**config.mk**
```make
export PLATFORM = sky130hd
export DESIGN_NAME = uart_tx
export DESIGN_NICKNAME = d
export VERILOG_FILES = /design/src/rtl/uart_tx.sv
export SDC_FILE = /design/constraint.sdc
export NUM_CORES = 1
export LEC_CHECK = 0
export CAP_MARGIN = 5
export CORE_MARGIN = 5
export CORE_UTILIZATION = 40
export DETAILED_ROUTE_END_ITERATION = 6
export GPL_ROUTABILITY_DRIVEN = 0
export PLACE_DENSITY = 0.62
export SLEW_MARGIN = 20
export SYNTH_ARGS = -nofsm -noshare
export SYNTH_HDL_FRONTEND = slang
export SYNTH_SLANG_ARGS = --single-unit
```
**constraint.sdc**
```tcl
create_clock -name clk -period 4.35 [get_ports clk]
set_input_delay 0.87 -clock clk [delete_from_list [all_inputs] [get_ports clk]]
set_output_delay 0.87 -clock clk [all_outputs]
set_load 0.1 [all_outputs]
```
**src/rtl/uart_tx.sv**
```systemverilog
// -----------------------------------------------------------------------------
// uart_tx -- serial UART transmitter
//
// Serialises one DATA_WIDTH-bit word per request onto TX_OUT as
//   start bit (0), data bits LSB first, optional parity bit, stop bit(s) (1).
// Every bit lasts 'prescale' clocks of the shared oversampled clock, the same
// clock and prescale setting used by the companion receiver.
//
// Optional feature macro:
//   UART_TX_TWO_STOP_EN  defined   -> two stop bits; tx_done pulses on the
//                                     final clock of the second stop bit.
//                        undefined -> one stop bit (default build).
//
// Parameters:
//   DATA_WIDTH     data bits per frame (8 in every current pairing)
//
// Ports:
//   clk            in   oversampled bit clock
//   rst            in   synchronous, active-high reset
//   P_DATA         in   word to send, captured on accept only
//   data_valid     in   send request, accepted only while busy=0
//   prescale       in   clocks per bit (0 means 64), captured on accept
//   parity_enable  in   1 inserts a parity bit, captured on accept
//   parity_type    in   0 even / 1 odd, captured on accept
//   TX_OUT         out  serial line, idle high, registered
//   busy           out  high from the accept edge until the frame ends
//   tx_done        out  one-clock pulse on the last clock of the frame
//
// Handshake: a request is accepted on any posedge where data_valid=1 and the
// transmitter is idle (busy=0). There is no queue: requests seen while busy
// are dropped, and a request held high starts the next frame on the first
// idle edge, leaving exactly one idle-high clock between frames.
// -----------------------------------------------------------------------------
module uart_tx #(
   parameter int DATA_WIDTH = 8
) (
   input  logic                  clk,
   input  logic                  rst,
   input  logic [DATA_WIDTH-1:0] P_DATA,
   input  logic                  data_valid,
   input  logic [5:0]            prescale,
   input  logic                  parity_enable,
   input  logic                  parity_type,
   output logic                  TX_OUT,
   output logic                  busy,
   output logic                  tx_done
);

   localparam int BW = (DATA_WIDTH > 1) ? $clog2(DATA_WIDTH) : 1;
   localparam logic [BW-1:0] LAST_BIT = BW'(DATA_WIDTH - 1);

   typedef enum logic [2:0] {
      S_IDLE   = 3'd0,
      S_START  = 3'd1,
      S_DATA   = 3'd2,
      S_PARITY = 3'd3,
      S_STOP   = 3'd4
   } state_t;

   // ---------------------------------------------------------------------------
   // State and frame-context registers
   // ---------------------------------------------------------------------------
   state_t                state_q,   state_d;
   logic [5:0]            cnt_q,     cnt_d;      // clock-within-bit counter
   logic [BW-1:0]         bit_q,     bit_d;      // data bit index
   logic [DATA_WIDTH-1:0] data_q,    data_d;     // latched word
   logic [5:0]            ps_q,      ps_d;       // latched prescale
   logic                  par_en_q,  par_en_d;   // latched parity enable
   logic                  par_bit_q, par_bit_d;  // precomputed parity bit
   logic                  tx_q,      tx_d;
   logic                  busy_q,    busy_d;
   logic                  done_q,    done_d;
   logic                  cnt_wrap;
   logic                  stop_last_d;           // current stop bit is the final one

`ifdef UART_TX_TWO_STOP_EN
   logic                  stop2_q,   stop2_d;    // 1 while in the second stop bit
`endif

   // The counter wraps after ps_q clocks; ps_q=0 gives 6'd63 here, so a
   // zero prescale naturally yields 64 clocks per bit.
   assign cnt_wrap = (cnt_q == (ps_q - 6'd1));

   // ---------------------------------------------------------------------------
   // Next-state logic
   // ---------------------------------------------------------------------------
   always_comb begin
      state_d   = state_q;
      cnt_d     = cnt_q;
      bit_d     = bit_q;
      data_d    = data_q;
      ps_d      = ps_q;
      par_en_d  = par_en_q;
      par_bit_d = par_bit_q;
`ifdef UART_TX_TWO_STOP_EN
      stop2_d   = stop2_q;
`endif

      unique case (state_q)
         S_IDLE: begin
            if (data_valid) begin
               state_d   = S_START;
               cnt_d     = 6'd0;
               bit_d     = '0;
               data_d    = P_DATA;
               ps_d      = prescale;
               par_en_d  = parity_enable;
               // Even parity is the XOR of the data; odd is its inverse.
               par_bit_d = (^P_DATA) ^ parity_type;
`ifdef UART_TX_TWO_STOP_EN
               stop2_d   = 1'b0;
`endif
            end
         end

         S_START: begin
            cnt_d = cnt_q + 6'd1;
            if (cnt_wrap) begin
               cnt_d   = 6'd0;
               bit_d   = '0;
               state_d = S_DATA;
            end
         end

         S_DATA: begin
            cnt_d = cnt_q + 6'd1;
            if (cnt_wrap) begin
               cnt_d = 6'd0;
               if (bit_q == LAST_BIT) begin
                  state_d = par_en_q ? S_PARITY : S_STOP;
               end else begin
                  bit_d = bit_q + 1'b1;
               end
            end
         end

         S_PARITY: begin
            cnt_d = cnt_q + 6'd1;
            if (cnt_wrap) begin
               cnt_d   = 6'd0;
               state_d = S_STOP;
            end
         end

         S_STOP: begin
            cnt_d = cnt_q + 6'd1;
            if (cnt_wrap) begin
               cnt_d = 6'd0;
`ifdef UART_TX_TWO_STOP_EN
               if (!stop2_q) begin
                  stop2_d = 1'b1;
               end else begin
                  state_d = S_IDLE;
               end
`else
               state_d = S_IDLE;
`endif
            end
         end

         default: begin
            state_d = S_IDLE;
            cnt_d   = 6'd0;
            bit_d   = '0;
         end
      endcase
   end

   // ---------------------------------------------------------------------------
   // Output decode from the *next* state so every output is a flop and the
   // line changes on the same edge as the state (zero accept latency).
   // ---------------------------------------------------------------------------
`ifdef UART_TX_TWO_STOP_EN
   assign stop_last_d = stop2_d;
`else
   assign stop_last_d = 1'b1;
`endif

   always_comb begin
      tx_d = 1'b1;
      unique case (state_d)
         S_IDLE:   tx_d = 1'b1;
         S_START:  tx_d = 1'b0;
         S_DATA:   tx_d = data_d[bit_d];
         S_PARITY: tx_d = par_bit_d;
         S_STOP:   tx_d = 1'b1;
         default:  tx_d = 1'b1;
      endcase
      busy_d = (state_d != S_IDLE);
      // High during the cycle that holds the final clock of the final stop bit.
      done_d = (state_d == S_STOP) && (cnt_d == (ps_d - 6'd1)) && stop_last_d;
   end

   // ---------------------------------------------------------------------------
   // Registers
   // ---------------------------------------------------------------------------
   always_ff @(posedge clk) begin
      if (rst) begin
         state_q   <= S_IDLE;
         cnt_q     <= 6'd0;
         bit_q     <= '0;
         data_q    <= '0;
         ps_q      <= 6'd0;
         par_en_q  <= 1'b0;
         par_bit_q <= 1'b0;
         tx_q      <= 1'b1;
         busy_q    <= 1'b0;
         done_q    <= 1'b0;
`ifdef UART_TX_TWO_STOP_EN
         stop2_q   <= 1'b0;
`endif
      end else begin
         state_q   <= state_d;
         cnt_q     <= cnt_d;
         bit_q     <= bit_d;
         data_q    <= data_d;
         ps_q      <= ps_d;
         par_en_q  <= par_en_d;
         par_bit_q <= par_bit_d;
         tx_q      <= tx_d;
         busy_q    <= busy_d;
         done_q    <= done_d;
`ifdef UART_TX_TWO_STOP_EN
         stop2_q   <= stop2_d;
`endif
      end
   end

   assign TX_OUT  = tx_q;
   assign busy    = busy_q;
   assign tx_done = done_q;

endmodule

```
==> flow_metrics.tcl <==
set metrics [dict create \
    status "finished, final reports clean" \
    fin_util_pct 47.5 \
    fin_crit_ns 3.34 \
    dieArea_sq_mm 0.00620 \
    viasPerCell 5.65 \
    synth-edff-count 0 \
    drive_gt1_share_pct 10.3 \
    grt_antenna_before_repair 0 \
    worstRegToRegCells 11 \
    total_power_mw 0.671 \
    crit_buf_inv 1 \
    clock-skew-final_ns 0.00647 \
    crit_family "compound AO/OA/AOI/OAI gates" \
    cts_max_path_buffers 2 \
    htreeDepth 2 \
    vias 1735 \
    fin_setup_tns_ns 0 \
    cp-start-kind "register" \
    numCtsBuffers 5 \
    most-common-layout-cells "dfxtp_1 (31), nand2_1 (30), nor2_1 (25)" \
    synth_top_area_share_pct 32.8 \
    cts_tree "yes" \
    cpMostUsedCell "a31oi_1" \
    fill_cells 475 \
    numPortBuffers 21 \
    critPathArrivalTime_ns 3.49 \
    cpMaxStageDelayCell "o31ai_1" \
    crit_cells 11 \
    synth_nets 255 \
    post-route-period-util_pct 76.8 \
    grt_start_max_net_pins 30 \
    multi_input_area_sq_mm 0.00120 \
    path_cells "inv_1, ha_1, or3b_2, a211oi_1, and4_1, nand4_1, o31ai_1, nor2_1, a31oi_1, a41o_1, a31oi_1" \
    hold_class "reg -> reg" \
    clk_pin_slew_worst_paths_ns 0.07 \
    synth_area_leaders "dfxtp_1 (33%), xnor2_1 (7.4%), nand2_1 (6.0%)" \
    syn_avg_cell_area_sq_um 8.14 \
    die_x_um 78.7 \
    leakage_nw 0.838 \
    grt_overflow 0 \
    yosysWarnings 0 \
    syn_to_final_growth_pct 17.3 \
    die_y_um 78.7 \
    drt-pass1-iter-count 4 \
    grt_setup_unrepaired "false" \
    wire_per_inst_um 14.3 \
    path_max_fanout 8 \
    hold_violations 0 \
    min_path_cells 2 \
    power-per-cell-area_mw_per_mm2 303 \
    yosysTopAreaCell "dfxtp_1" \
    synthDistinctLibCells 58 \
    register_area_sq_um 621 \
    max_slew_margin_pct 35.4 \
    start_util_pct 40.5 \
    max_stage_delay_ns 0.57 \
    critPathKind "reg -> reg" \
    synth_area_sq_mm 0.00189 \
    coreArea_sq_mm 0.00466 \
    postRouteAntennaNets 0 \
    track_usage_pct 15.1 \
    final_common_cell "dfxtp_1" \
    post_cts_buffers 0 \
    cap_violations 0 \
    pin_count 22 \
    ys_ff_latch 31 \
    clk_latency_ns 0.28 \
    first_global_vias 1572 \
    grt_first_pass_wirelength_um 7450 \
    first_iter_violations 74 \
    postSynthCellCount 232 \
    worstMarginPinSlew_ns 0.966 \
    cts-resized-gates 0 \
    vdd_drop_max_v 0.000164 \
    maxSlewViolCount 0 \
    synth_seq_area_share_pct 32.8 \
    async_reset_ff_share_pct 0 \
    antennaDiodeCount 0 \
    crit_required_ns 4.50 \
    root_buffer "clkbuf_8" \
    dp_hpwl_um 3190 \
    row_count 25 \
    postCtsHoldBufs 0 \
    final_nets 275 \
    drcViolationCount 0 \
    setup_viol 0 \
    crit_path_end_kind "register" \
    clock_sinks 31 \
    synth_flop_cell "dfxtp_1" \
    max_clock_freq_mhz 299 \
    totalWireLength_um 4380 \
]
## kinds of logic (layout without fill, tap and decap cells)
logic type	after synthesis	in the layout	synth area share, %
adder cells (fa/ha/maj)	4	4	2.65
flip-flops	31	31	32.8
AND/OR/NAND/NOR	103	103	28.3
AO/OA/AOI/OAI	51	51	19.5
buffers and inverters	15	36	3.38
multiplexers	5	5	2.72
XOR/XNOR	23	23	10.7
## layout make-up
class	instances	share of cell area (%)
clock buffers	5	3.11
flip-flops and latches	31	28.0
repair buffers	23	9.94
clock inverters	3	0.678
inverters	5	0.847
well taps	54	3.05
multi-input cells	186	54.4
## Yosys cell counts, types with 2 or more instances
master     count
nand3_1        8
xor2_1         7
a21oi_1       17
or3_1          3
ha_1           4
and4_1         2
inv_1          5
nand2_1       30
nand4_1        2
mux2i_1        4
o21ai_0        5
nor2_1        25
clkbuf_1       9
nor4_1         3
xnor2_1       16
a31oi_1        4
o211ai_1       2
o2111ai_1      2
o31ai_1        2
nor3b_1        2
a22oi_1        2
and3_1         2
dfxtp_1       31
nor3_1         8
and3b_1        2
nor2b_1        3
## layer usage
metal  GRT usage, %  vias up  share of wire (%)
li1               -      874                  -
met1           20.6      812                 50
met2           23.3       43                 44
met3           3.06        6                4.7
met4           6.12        0                2.0
met5              0        -                  0
## power by group
group          internal, mW  switching, mW
sequential            0.297         0.0115
clock                 0.109          0.110
combinational        0.0674         0.0765
total                 0.473          0.198
## flip-flops by register name, summed over array words and instances, names as in the netlist
register and flops:
TX_OUT 1, bit_q 3, busy 1, cnt_q 6
data_q 8, par_bit_q 1, par_en_q 1, ps_q 6
state_q 3, tx_done 1
## final timing paths
kind	end	startpoint	slack (ns)
setup / recovery	TX_OUT	ps_q[0]	1.01
hold / removal	data_q[7]	data_q[7]	0.46
setup reg to reg	TX_OUT	ps_q[0]	1.01
hold reg to reg	data_q[7]	data_q[7]	0.46
## through the flow
stage	worst slack, ns	area [sq um]	std cells	hold WS (ns)
after detailed placement	0.864	2140	299	0.451
after CTS	1.02	2220	307	0.463
after floorplan	1.34	1890	232	0.428
final	1.01	2220	307	0.461
after global routing	0.814	2220	307	0.479
after global placement	0.939	2140	299	0.450
## tightest hold or removal path, cell delays in order, from the launching register on
cell	delay, ns
dfxtp_1	0.31
nand2_1	0.05
a21oi_1	0.05
Note: power is estimated with default switching activity, not from simulation.
